**config.mk**
```make
export PLATFORM = sky130hd
export DESIGN_NAME = slow_clock_period_monitor
export DESIGN_NICKNAME = d
export VERILOG_FILES = /design/src/rtl/slow_clock_period_monitor.sv
export SDC_FILE = /design/constraint.sdc
export NUM_CORES = 1
export LEC_CHECK = 0
export ABC_AREA = 1
export BUFFER_PORTS_ARGS = -buffer_cell sky130_fd_sc_hd__buf_2
export CORE_MARGIN = 2
export CORE_UTILIZATION = 55
export CTS_BUF_LIST = sky130_fd_sc_hd__clkbuf_4
export CTS_CLUSTER_SIZE = 8
export DETAILED_ROUTE_END_ITERATION = 10
export PLACE_DENSITY = 0.87
export RECOVER_POWER = 50
export SYNTH_ARGS = -nofsm -noshare
export SYNTH_HDL_FRONTEND = slang
export SYNTH_SLANG_ARGS = --single-unit
```
**constraint.sdc**
```tcl
create_clock -name clk_50MHz -period 3 [get_ports clk_50MHz]
set_clock_uncertainty 0.15 [all_clocks]
set_input_delay 0.75 -clock clk_50MHz [delete_from_list [all_inputs] [get_ports clk_50MHz]]
set_output_delay 0.75 -clock clk_50MHz [all_outputs]
set_load 0.005 [all_outputs]
```
**src/rtl/slow_clock_period_monitor.sv**
```systemverilog
// Consumer-side checker for a slow divided clock: synchronizes it, pulses tick on each
// rising edge, measures its period in clk_50MHz cycles and reports lock / range / stuck status.
module slow_clock_period_monitor #(
  parameter int unsigned EXP_PERIOD = 80000,
  parameter int unsigned TOL        = 800,
  parameter int unsigned LOCK_COUNT = 4,
  parameter int unsigned TIMEOUT    = 160000
) (
  input  logic        clk_50MHz,
  input  logic        rst_n,
  input  logic        clk_slow_in,
  input  logic        enable,
  output logic        tick,
  output logic [31:0] period,
  output logic        period_valid,
  output logic        locked,
  output logic        fault_range,
  output logic        fault_stuck,
  output logic [1:0]  state
);

  typedef enum logic [1:0] {
    IDLE    = 2'b00,
    ACQUIRE = 2'b01,
    TRACK   = 2'b10,
    LOCKED  = 2'b11
  } state_e;

  localparam int GW = (LOCK_COUNT < 1) ? 1 : $clog2(LOCK_COUNT + 1);

  // Bounds are 33 bits so EXP_PERIOD+TOL cannot wrap; the low bound floors at zero.
  localparam logic [32:0] LO_BOUND  = (EXP_PERIOD > TOL) ? 33'(EXP_PERIOD - TOL) : 33'd0;
  localparam logic [32:0] HI_BOUND  = 33'(EXP_PERIOD) + 33'(TOL);
  localparam logic [32:0] TIMEOUT_W = 33'(TIMEOUT);
  localparam logic [GW-1:0] LOCK_W  = GW'(LOCK_COUNT);

  logic [2:0]    sync_q, sync_d;
  logic          tick_q, tick_d;
  logic [31:0]   cnt_q, cnt_d;
  logic [31:0]   period_q, period_d;
  logic          pv_q, pv_d;
  logic          fr_q, fr_d;
  logic          fs_q, fs_d;
  logic [GW-1:0] good_q, good_d;
  state_e        state_q, state_d;

  logic          rise;
  logic [32:0]   cnt_inc;
  logic [31:0]   cnt_sat;
  logic          in_range;
  logic          timeout_hit;
  logic [GW-1:0] good_inc;

  // sync_q[0] is the metastability stage; rise is taken between stages 1 and 2.
  assign rise        = sync_q[1] & ~sync_q[2];
  assign cnt_inc     = {1'b0, cnt_q} + 33'd1;
  assign cnt_sat     = (cnt_q == 32'hFFFF_FFFF) ? cnt_q : cnt_q + 32'd1;
  assign in_range    = (cnt_inc >= LO_BOUND) && (cnt_inc <= HI_BOUND);
  assign timeout_hit = (cnt_inc == TIMEOUT_W);
  assign good_inc    = (good_q == LOCK_W) ? good_q : good_q + GW'(1);

  always_comb begin
    sync_d   = {sync_q[1:0], clk_slow_in};
    tick_d   = rise;
    state_d  = state_q;
    cnt_d    = rise ? 32'd0 : cnt_sat;
    period_d = period_q;
    pv_d     = pv_q;
    fr_d     = fr_q;
    fs_d     = fs_q;
    good_d   = good_q;

    if (!enable) begin
      state_d  = IDLE;
      cnt_d    = 32'd0;
      good_d   = '0;
      period_d = 32'd0;
      pv_d     = 1'b0;
      fr_d     = 1'b0;
      fs_d     = 1'b0;
    end else begin
      unique case (state_q)
        IDLE: begin
          state_d = ACQUIRE;
          cnt_d   = 32'd0;
          good_d  = '0;
        end
        ACQUIRE: begin
          // The first edge only seeds the counter; there is no previous edge to measure from.
          if (rise) begin
            state_d = TRACK;
          end else if (timeout_hit) begin
            fs_d   = 1'b1;
            pv_d   = 1'b0;
            good_d = '0;
            cnt_d  = 32'd0;
          end
        end
        TRACK, LOCKED: begin
          if (rise) begin
            period_d = cnt_inc[32] ? 32'hFFFF_FFFF : cnt_inc[31:0];
            pv_d     = 1'b1;
            if (in_range) begin
              good_d = good_inc;
              if (state_q == TRACK && good_inc == LOCK_W) state_d = LOCKED;
            end else begin
              good_d = '0;
              if (state_q == LOCKED) begin
                state_d = TRACK;
                fr_d    = 1'b1;
              end
            end
          end else if (timeout_hit) begin
            state_d = ACQUIRE;
            fs_d    = 1'b1;
            pv_d    = 1'b0;
            good_d  = '0;
            cnt_d   = 32'd0;
          end
        end
        default: state_d = IDLE;
      endcase
    end
  end

  always_ff @(posedge clk_50MHz or negedge rst_n) begin
    if (!rst_n) begin
      sync_q   <= 3'b000;
      tick_q   <= 1'b0;
      cnt_q    <= 32'd0;
      period_q <= 32'd0;
      pv_q     <= 1'b0;
      fr_q     <= 1'b0;
      fs_q     <= 1'b0;
      good_q   <= '0;
      state_q  <= IDLE;
    end else begin
      sync_q   <= sync_d;
      tick_q   <= tick_d;
      cnt_q    <= cnt_d;
      period_q <= period_d;
      pv_q     <= pv_d;
      fr_q     <= fr_d;
      fs_q     <= fs_d;
      good_q   <= good_d;
      state_q  <= state_d;
    end
  end

  assign tick         = tick_q;
  assign period       = period_q;
  assign period_valid = pv_q;
  assign locked       = (state_q == LOCKED);
  assign fault_range  = fr_q;
  assign fault_stuck  = fs_q;
  assign state        = state_q;

endmodule

```
==> results of run 1 <==
[state kept, by name (all words and copies together), names as in the netlist]
name and flops:
period 32, state 2, fault_stuck 1, good_q 3, fault_range 1, sync_q 3, cnt_q 32, tick 1
period_valid 1
[routing by layer]
| metal | share of wire | global-route usage | vias up |
|---|---|---|---|
| li1 | - | - | 2233 |
| met1 | 0.44 | 0.3877 | 2150 |
| met2 | 0.47 | 0.4444 | 176 |
| met3 | 0.071 | 0.04317 | 27 |
| met4 | 0.017 | 0.09534 | 0 |
| met5 | 0 | 0 | - |
[layout make-up]
type                       instances  area [um^2]
fill                             732         2943
multi-input combinational        490         2467
sequential                        76         1903
inverter                          93        349.1
timing repair buffer              55        339.1
tap                              105        131.4
clock inverter                     7        98.84
clock buffer                       9        67.56
[worst paths after layout]
kind	startpoint	endpoint	slack, ns	depth (start not counted)
min in group asynchronous	rst_n	cnt_q[5]	0.78	2
worst max-delay path	cnt_q[0]	cnt_q[31]	0.22	17
worst max register to register	cnt_q[0]	cnt_q[31]	0.22	17
worst min-delay path	sync_q[0]	sync_q[1]	0.22	0
max in group asynchronous	rst_n	cnt_q[1]	0.71	2
worst min register to register	sync_q[0]	sync_q[1]	0.22	0
[kinds of logic after synthesis]
family	count (synthesis)	synth area share
adder cells (fa/ha/maj)	5	0.01310
AO/OA/AOI/OAI	53	0.06682
XOR/XNOR	8	0.01468
AND/OR/NAND/NOR	424	0.4198
buffers and inverters	105	0.08727
flip-flops	76	0.3983
[critical path, cell delays in order (launching register included)]
cell and delay [ns]:
dfrtp_1 0.43, ha_2 0.24, nand2_2 0.08, nor2_4 0.22, nand2_4 0.12, nor2_8 0.21, nand2_1 0.07, nand2_1 0.08
nand2_1 0.09, nor2_1 0.14, nand2_1 0.10, nor2_4 0.10, nand3_4 0.13, nand2_4 0.11, inv_2 0.06, nand3_4 0.09
buf_4 0.21, nor2_1 0.05
[cell usage in the layout (no fill, tap or decap), types with 8 or more instances in the layout]
cell type / n
nand2_1: 200
nor2_1: 107
inv_1: 89
dfrtp_1: 75
buf_2: 39
nand3_1: 33
o22ai_1: 32
nor2_4: 21
nand2_2: 14
nor3_1: 14
nand3b_1: 12
clkbuf_4: 10
buf_4: 8
[what timing repair did]
| action | CTS | global route |
|---|---|---|
| hold endpoints to repair | 0 | 0 |
| gates resized for setup | 0 | 4 |
| setup buffers | 0 | 8 |
| endpoints found under the setup margin | 0 | 21 |
[per-stage QoR]
stage	std cells	TNS [ns]	total power [mW]
floorplan	671	0	1.362
global placement	811	0	1.471
detailed placement	811	0	1.477
CTS	827	0	2.220
global route	835	-0.001165	2.366
finish	835	0	2.260
[report_power, final]
part	total [mW]	switching [mW]	leakage (nW)	internal, mW
Clock	0.749	0.405	0.0821	0.344
Combinational	0.407	0.274	1.47	0.134
Sequential	1.10	0.0472	1.05	1.06
Total	2.26	0.726	2.60	1.53
==> flow_summary.yaml, run 1 <==
run_status:
  status: "finished, violations left"
  violations: "capacitance limit, slew limit"
critical_path:
  crit_path_max_fanout: 8
  crit_arrival_ns: 2.97
  crit_type: "register to register"
  worst_ep_required_time_ns: 3.19
  crit_path_end_kind: "register"
  critPathLaunchType: "register"
placed_design:
  place_area_um2: 5130
  pre_cts_ws_ns: 0.08796
  io_buffer_count: 42
  hpwlAfterDp_mm: 9.468
  place.gp.congestion: 0.9387
sta:
  worst_slack_ns: 0.2183
  whs_ns: 0.2182
  finalCritPeriodShare: 0.9272
  finalHoldViolCount: 0
  clock.fmax_mhz: 359.5
  layout_min_cycle_time_ns: 2.782
  drv_slew: 77
  finalSetupViolCount: 0
  worst_slew_pin_slew_ns: 1.879
  max-slew-margin-rel: -0.2528
logic_synthesis:
  synth_ff_type: "dfrtp_1"
  syn-cell-area_um2: 4775
  synthesis.nets: 680
  ys_warn_count: 0
  postSynthAreaPerCell_um2: 7.116
  yosysTopAreaCell: "dfrtp_1"
  synth-edff-count: 0
  synthTopCellsByCount: "nand2_1 (202), nor2_1 (107), inv_1 (89)"
  synth_top_area_frac: 0.3983
  ys_seq_elements: 76
  synth_cell_types: 35
  synthTopCellsByArea: "dfrtp_1 (40%), nand2_1 (16%), nor2_1 (8.4%)"
  syn_inst: 671
  synth_most_common_cell: "nand2_1"
  yosysSeqAreaShare: 0.3983
  synthArstFlopShare: 1.000
layout:
  postLayoutCellArea_um2: 5356
  n_antenna_cell: 0
  layout.nets: 734
  area_growth_pct: 12.19
  drive_gt1_frac: 0.1658
  utilization: 0.6454
power_and_ir_drop:
  p_per_area_nw_per_um2: 422.0
  p_leak_nw: 2.601
  vdd_drop_max_uv: 314.9
grt:
  grt_max_degree: 77
  grt_first_pass_wirelength_mm: 21.22
  grt_pass1_vias: 4353
  overflow: 0
  grt_antenna_before_repair: 0
  grt_use_total: 0.2783
cts:
  cts_hold_buf: 0
  cts_root_buf: "clkbuf_4"
  cts.clk_slew.worst_paths_ns: 0.13
  insertion_delay_ns: 0.43
  cts_buffer_depth: 2
  cts_tree: "built"
  numClockSinks: 76
  numCtsBuffers: 9
  cts_max_level: 3
detailed_routing:
  ant_nets: 0
  via_per_inst: 5.492
  dr.pass1.iters: 5
  drt_iter0_drc: 329
  num_vias: 4586
  routed_wl_mm: 12.71
  wire_per_inst_um: 15.22
  drt_drc_violations_left: 0
flow_run:
  cap_viol_max_count: 1
die:
  core_um2: 8299
  rows: 33
  chipHeight_um: 97.17
  initial_core_util: 0.5753
  die-width_um: 97.17
  die_area_um2: 9442
  io_pins: 43
min_path:
  hold_path_class: "register to register"
(Power assumes the default switching activity.)
==> inputs of run 2 (changes only) <==
- RECOVER_POWER: 50 -> default
==> run 2 against run 1 <==
Against the previous run:
- the flow now finishes without violations
- sequential cell count is the same
- routed wire length down 0.21%
- worst setup slack gained 0.0019 ns
- highest routed layer unchanged
==> flow_summary.yaml, run 2 (same netlist as run 1, synthesis figures left out) <==
flow_run:
  cap_viol_max_count: 0
sta:
  max-slew-margin-rel: 0.5607
  worst_slack_ns: 0.2201
  layout_min_cycle_time_ns: 2.780
  drv_slew: 0
  worst_slew_pin_slew_ns: 0.6588
  whs_ns: 0.1627
  clock.fmax_mhz: 359.7
  finalSetupViolCount: 0
  finalHoldViolCount: 0
  finalCritPeriodShare: 0.9266
critical_path:
  crit_path_max_fanout: 8
  critPathCapture: "cnt_q[31]"
  crit_arrival_ns: 2.96
  reg2reg_depth: 17
  cp_common_cell: "nand2_1"
  worst_ep_required_time_ns: 3.18
  crit_chain: "ha_2 > nand2_2 > nor2_4 > nand2_4 > nor2_8 > nand2_1 > nand2_1 > nand2_1 > nor2_1 > nand2_1 > nor2_4 > nand3_4 > nand2_4 > inv_2 > nand3_4 > buf_4 > nor2_1"
  worst_r2r_endpoint: "cnt_q[31]"
  critPathLaunchType: "register"
  crit_type: "register to register"
  crit_slowest_cell: "dfrtp_1"
  reg2reg_from: "cnt_q[0]"
  cpPeakStageDelay_ns: 0.43
  cp-startpoint: "cnt_q[0]"
  rrSetupSlack_ns: 0.22
  crit_path_end_kind: "register"
detailed_routing:
  wirelength_met1_mm: 5.638
  via_per_inst: 5.478
  wl_met2_mm: 5.963
  ant_nets: 0
  route.met3.wl_um: 837
  dr.pass1.iters: 6
  drt_iter0_drc: 306
  num_vias: 4574
  highest_layer: "met4"
  wire_per_inst_um: 15.19
  routed_wl_mm: 12.68
  drt_drc_violations_left: 0
cts:
  numClockSinks: 76
  insertion_delay_ns: 0.43
  cts_buffer_depth: 2
  cts_root_buf: "clkbuf_4"
  cts_hold_buf: 0
  cts.clk_slew.worst_paths_ns: 0.14
  numCtsBuffers: 9
  cts_max_level: 3
  cts_tree: "built"
layout:
  n_antenna_cell: 0
  area_growth_pct: 12.63
  final_common_cell: "nand2_1"
  fill_cells: 729
  layout.nets: 734
  drive_gt1_frac: 0.1699
  layout_common_cells: "nand2_1 (200), nor2_1 (107), inv_1 (89)"
run_status:
  status: "complete, no violations"
die:
  rows: 33
  die_area_um2: 9442
  initial_core_util: 0.5753
  die-width_um: 97.17
  chipHeight_um: 97.17
  core_um2: 8299
  io_pins: 43
power_and_ir_drop:
  p_total_mw: 2.264
  p_per_area_nw_per_um2: 420.9
  p_leak_nw: 2.618
  vdd_drop_max_uv: 315.1
grt:
  grt_use_total: 0.2783
  grt_max_degree: 77
  grt_first_pass_wirelength_mm: 21.22
  grt_antenna_before_repair: 0
  grt_pass1_vias: 4353
  overflow: 0
placed_design:
  hpwlAfterDp_mm: 9.468
  place.gp.congestion: 0.9387
  io_buffer_count: 42
  pre_cts_ws_ns: 0.08796
min_path:
  hold_path_class: "input pin to async pin"
run 2: cell types whose count changed in the layout (fill, tap and decap cells not counted), sizes merged:
cell / previous run / this run
buf: 50 / 55
clkbuf: 14 / 9
run 2: worst max-delay path: cells and delay by family (launching register included):
kind	cells	cell delay (ns)
adder cells (fa/ha/maj)	1	0.24
AND/OR/NAND/NOR	14	1.59
flip-flops	1	0.43
buffers and inverters	2	0.27
run 2: per-layer routing:
metal	vias to the layer above	track usage
li1	2235	-
met2	190	0.4444
met4	0	0.09534
met3	25	0.04317
met5	-	0
met1	2124	0.3877
run 2: report_power, final:
| group | switching, mW | internal (mW) |
|---|---|---|
| registers | 0.0472 | 1.06 |
| clock network | 0.404 | 0.344 |
| logic | 0.274 | 0.138 |
run 2: cell type report:
type                            count  area, um^2  area share
Multi-Input combinational cell    490        2467      0.4588
Sequential cell                    76        1903      0.3539
Timing Repair Buffer               55       360.3     0.06701
Inverter                           93       349.1     0.06491
Tap cell                          105       131.4     0.02443
Clock inverter                      7       98.84     0.01838
Clock buffer                        9       67.56     0.01256
run 2: how the worst min path moves through the flow:
stage,startpoint,endpoint,depth (start not counted),slack (ns)
floorplan,sync_q[0],sync_q[1],0,0.18
global placement,sync_q[0],sync_q[1],0,0.19
detailed placement,sync_q[0],sync_q[1],0,0.19
CTS,rst_n,cnt_q[5],2,0.17
global route,rst_n,sync_q[0],2,0.18
finish,rst_n,cnt_q[14],2,0.16
run 2: what timing repair did:
item                       4_1_cts  5_1_grt
resized for setup                0        4
buffers inserted                 0        8
setup endpoints to repair        0       21
run 2: metrics by stage:
stage / area [um^2] / TNS (ns) / util / std cells
finish: 5378 / 0 / 0.6480 / 835
global route: 5378 / -0.001165 / 0.6480 / 835
CTS: 5296 / 0 / 0.6382 / 827
detailed placement: 5130 / 0 / 0.6181 / 811
global placement: 5130 / 0 / 0.6181 / 811
floorplan: 4775 / 0 / - / 671
==> inputs of run 3 (changes only) <==
- ABC_AREA: 1 -> default
==> run 3 against run 2 <==
Against the previous run:
- the run now ends with setup timing left
- combinational power decreased by 52%
- register-to-register slack got worse by 0.58 ns
- fmax decreased by 17%
- global-route usage increased by 1.4 points
- routed wire length increased by 9.3%
- sequential cell count unchanged
- worst hold slack got worse by 0.060 ns
- cell area increased by 9.5%
- clock power decreased by 30%
- area after synthesis decreased by 9.9%
- sequential share of layout area decreased by 3.0 points
- count of clock-buffer cells in the layout unchanged
- critical endpoint is now cnt_q[10]
- largest cell class unchanged
- highest routed layer unchanged
==> flow_summary.yaml, run 3 <==
run_status:
  status: "finished, violations left"
  violations: "setup timing"
die:
  io_pins: 43
  chipHeight_um: 92.43
  initial_core_util: 0.5623
  die-width_um: 92.43
  core_um2: 7647
  rows: 32
  die_area_um2: 8542
logic_synthesis:
  synth_most_common_cell: "nor2_1"
  synth-edff-count: 0
  synth_top_area_frac: 0.4422
  yosysTopAreaCell: "dfrtp_1"
  ys_seq_elements: 76
  synth_cell_types: 54
  ys_warn_count: 0
  synthesis.nets: 500
  yosysSeqAreaShare: 0.4422
  synthTopCellsByArea: "dfrtp_1 (44%), nor2_1 (8.8%), a211oi_1 (4.7%)"
  syn-cell-area_um2: 4300
  syn_inst: 491
  synth_ff_type: "dfrtp_1"
  postSynthAreaPerCell_um2: 8.758
  synthArstFlopShare: 1.000
  synthTopCellsByCount: "nor2_1 (101), dfrtp_1 (76), nand2_1 (30)"
layout:
  postLayoutCellArea_um2: 5887
  layout_common_cells: "nor2_1 (87), buf_4 (83), dfrtp_1 (72)"
  drive_gt1_frac: 0.4010
  finalNonFillerCells: 713
  final_common_cell: "nor2_1"
  utilization: 0.7698
  multi_input_area_um2: 2603
  fill_cells: 502
  area_growth_pct: 36.89
  seqCellArea_um2: 1907
  layout.nets: 616
  n_antenna_cell: 0
sta:
  worst_slew_pin_slew_ns: 0.6345
  finalSetupViolCount: 40
  finalSetupTns_ns: -12.90
  clock.fmax_mhz: 297.9
  drv_slew: 0
  whs_ns: 0.1031
  finalHoldViolCount: 0
  layout_min_cycle_time_ns: 3.357
  worst_slack_ns: -0.3566
  finalCritPeriodShare: 1.119
  rsz0062_at_grt: "yes"
  max-slew-margin-rel: 0.5770
critical_path:
  crit_arrival_ns: 3.53
  cp_common_cell: "nand4_1"
  crit_slowest_cell: "nor4_1"
  critPathLaunchType: "register"
  crit_chain: "nand4_1 > buf_6 > nor4_1 > xnor2_1 > nor3_1 > nand4_1 > nor4_4 > or3_4 > clkbuf_16 > nor2_4"
  rrSetupSlack_ns: -0.36
  crit_path_max_fanout: 8
  crit_type: "register to register"
  crit_path_end_kind: "register"
  cpPeakStageDelay_ns: 0.46
  worst_ep_required_time_ns: 3.17
grt:
  grt_max_degree: 59
  grt_antenna_before_repair: 0
  overflow: 0
  grt_use_total: 0.2920
  grt_pass1_vias: 4116
  grt_first_pass_wirelength_mm: 19.71
placed_design:
  place_area_um2: 5109
  post-place-cells: 671
  hpwlAfterDp_mm: 8.323
  place.gp.congestion: 0.9338
  io_buffer_count: 42
detailed_routing:
  dr.pass1.iters: 5
  via_per_inst: 6.241
  drt_iter0_drc: 422
  wire_per_inst_um: 19.44
  ant_nets: 0
  routed_wl_mm: 13.86
  drt_drc_violations_left: 0
  num_vias: 4450
cts:
  cts.clk_slew.worst_paths_ns: 0.12
  numClockSinks: 76
  cts_buffer_depth: 2
  cts_max_level: 3
  numCtsBuffers: 9
  cts_tree: "built"
  insertion_delay_ns: 0.44
  cts_root_buf: "clkbuf_4"
flow_run:
  cap_viol_max_count: 0
power_and_ir_drop:
  vdd_drop_max_uv: 258.6
  p_leak_nw: 2.549
  p_per_area_nw_per_um2: 302.1
min_path:
  hold_path_class: "input pin to async pin"
-- run 3: layout make-up --
| type | count | area share |
|---|---|---|
| timing repair buffer | 141 | 0.1864 |
| sequential | 76 | 0.3239 |
| inverter | 13 | 0.008927 |
| multi-input combinational | 366 | 0.4421 |
| clock buffer | 9 | 0.01148 |
| tap | 102 | 0.02168 |
| clock inverter | 6 | 0.005526 |
-- run 3: per-stage QoR --
stage                     setup WS, ns  total power [mW]
after floorplan               -0.09340             1.155
after global placement        -0.09930             1.216
after detailed placement       -0.1627             1.221
after CTS                      -0.1145             1.722
after global routing           -0.4484             1.838
final                          -0.3566             1.779
-- run 3: where the power goes --
group / switching [mW] / internal [mW] / total, mW / leakage [nW]
registers: 0.0158 / 1.04 / 1.06 / 1.04
clock network: 0.363 / 0.157 / 0.520 / 0.0527
logic: 0.123 / 0.0766 / 0.199 / 1.45
-- run 3: path summary, 6_finish.rpt --
path / cells past startpoint / from / endpoint
min: 1 / rst_n / cnt_q[16]
min reg2reg: 0 / sync_q[0] / sync_q[1]
max reg2reg: 10 / cnt_q[5] / cnt_q[10]
max in group asynchronous: 2 / rst_n / good_q[1]
max: 10 / cnt_q[5] / cnt_q[10]
min in group clk_50MHz: 0 / sync_q[0] / sync_q[1]
-- run 3: metal layers --
metal	GRT usage	share of wire
met5	0	0
met4	0.1231	0.049
met3	0.04394	0.079
met2	0.5049	0.49
met1	0.3649	0.39
-- run 3: cells by family after synthesis --
group / share of synthesized area
simple gates: 0.2607
mux: 0.006983
fa+ha+maj: 0.01455
buf+inv: 0.05266
compound gates: 0.1557
xor+xnor: 0.06721
flops: 0.4422
-- run 3: what timing repair did --
action,CTS,global route
hold buffers,0,0
setup endpoints to repair,65,69
setup buffers,9,15
pin swaps,3,30
cloned,0,4
resized for setup,15,82
-- run 3: critical path, delay by kind of cell (launching register included) --
kind | cells | cell delay (ns)
xor+xnor | 1 | 0.20
buf+inv | 2 | 0.42
simple gates | 7 | 2.05
flops | 1 | 0.42
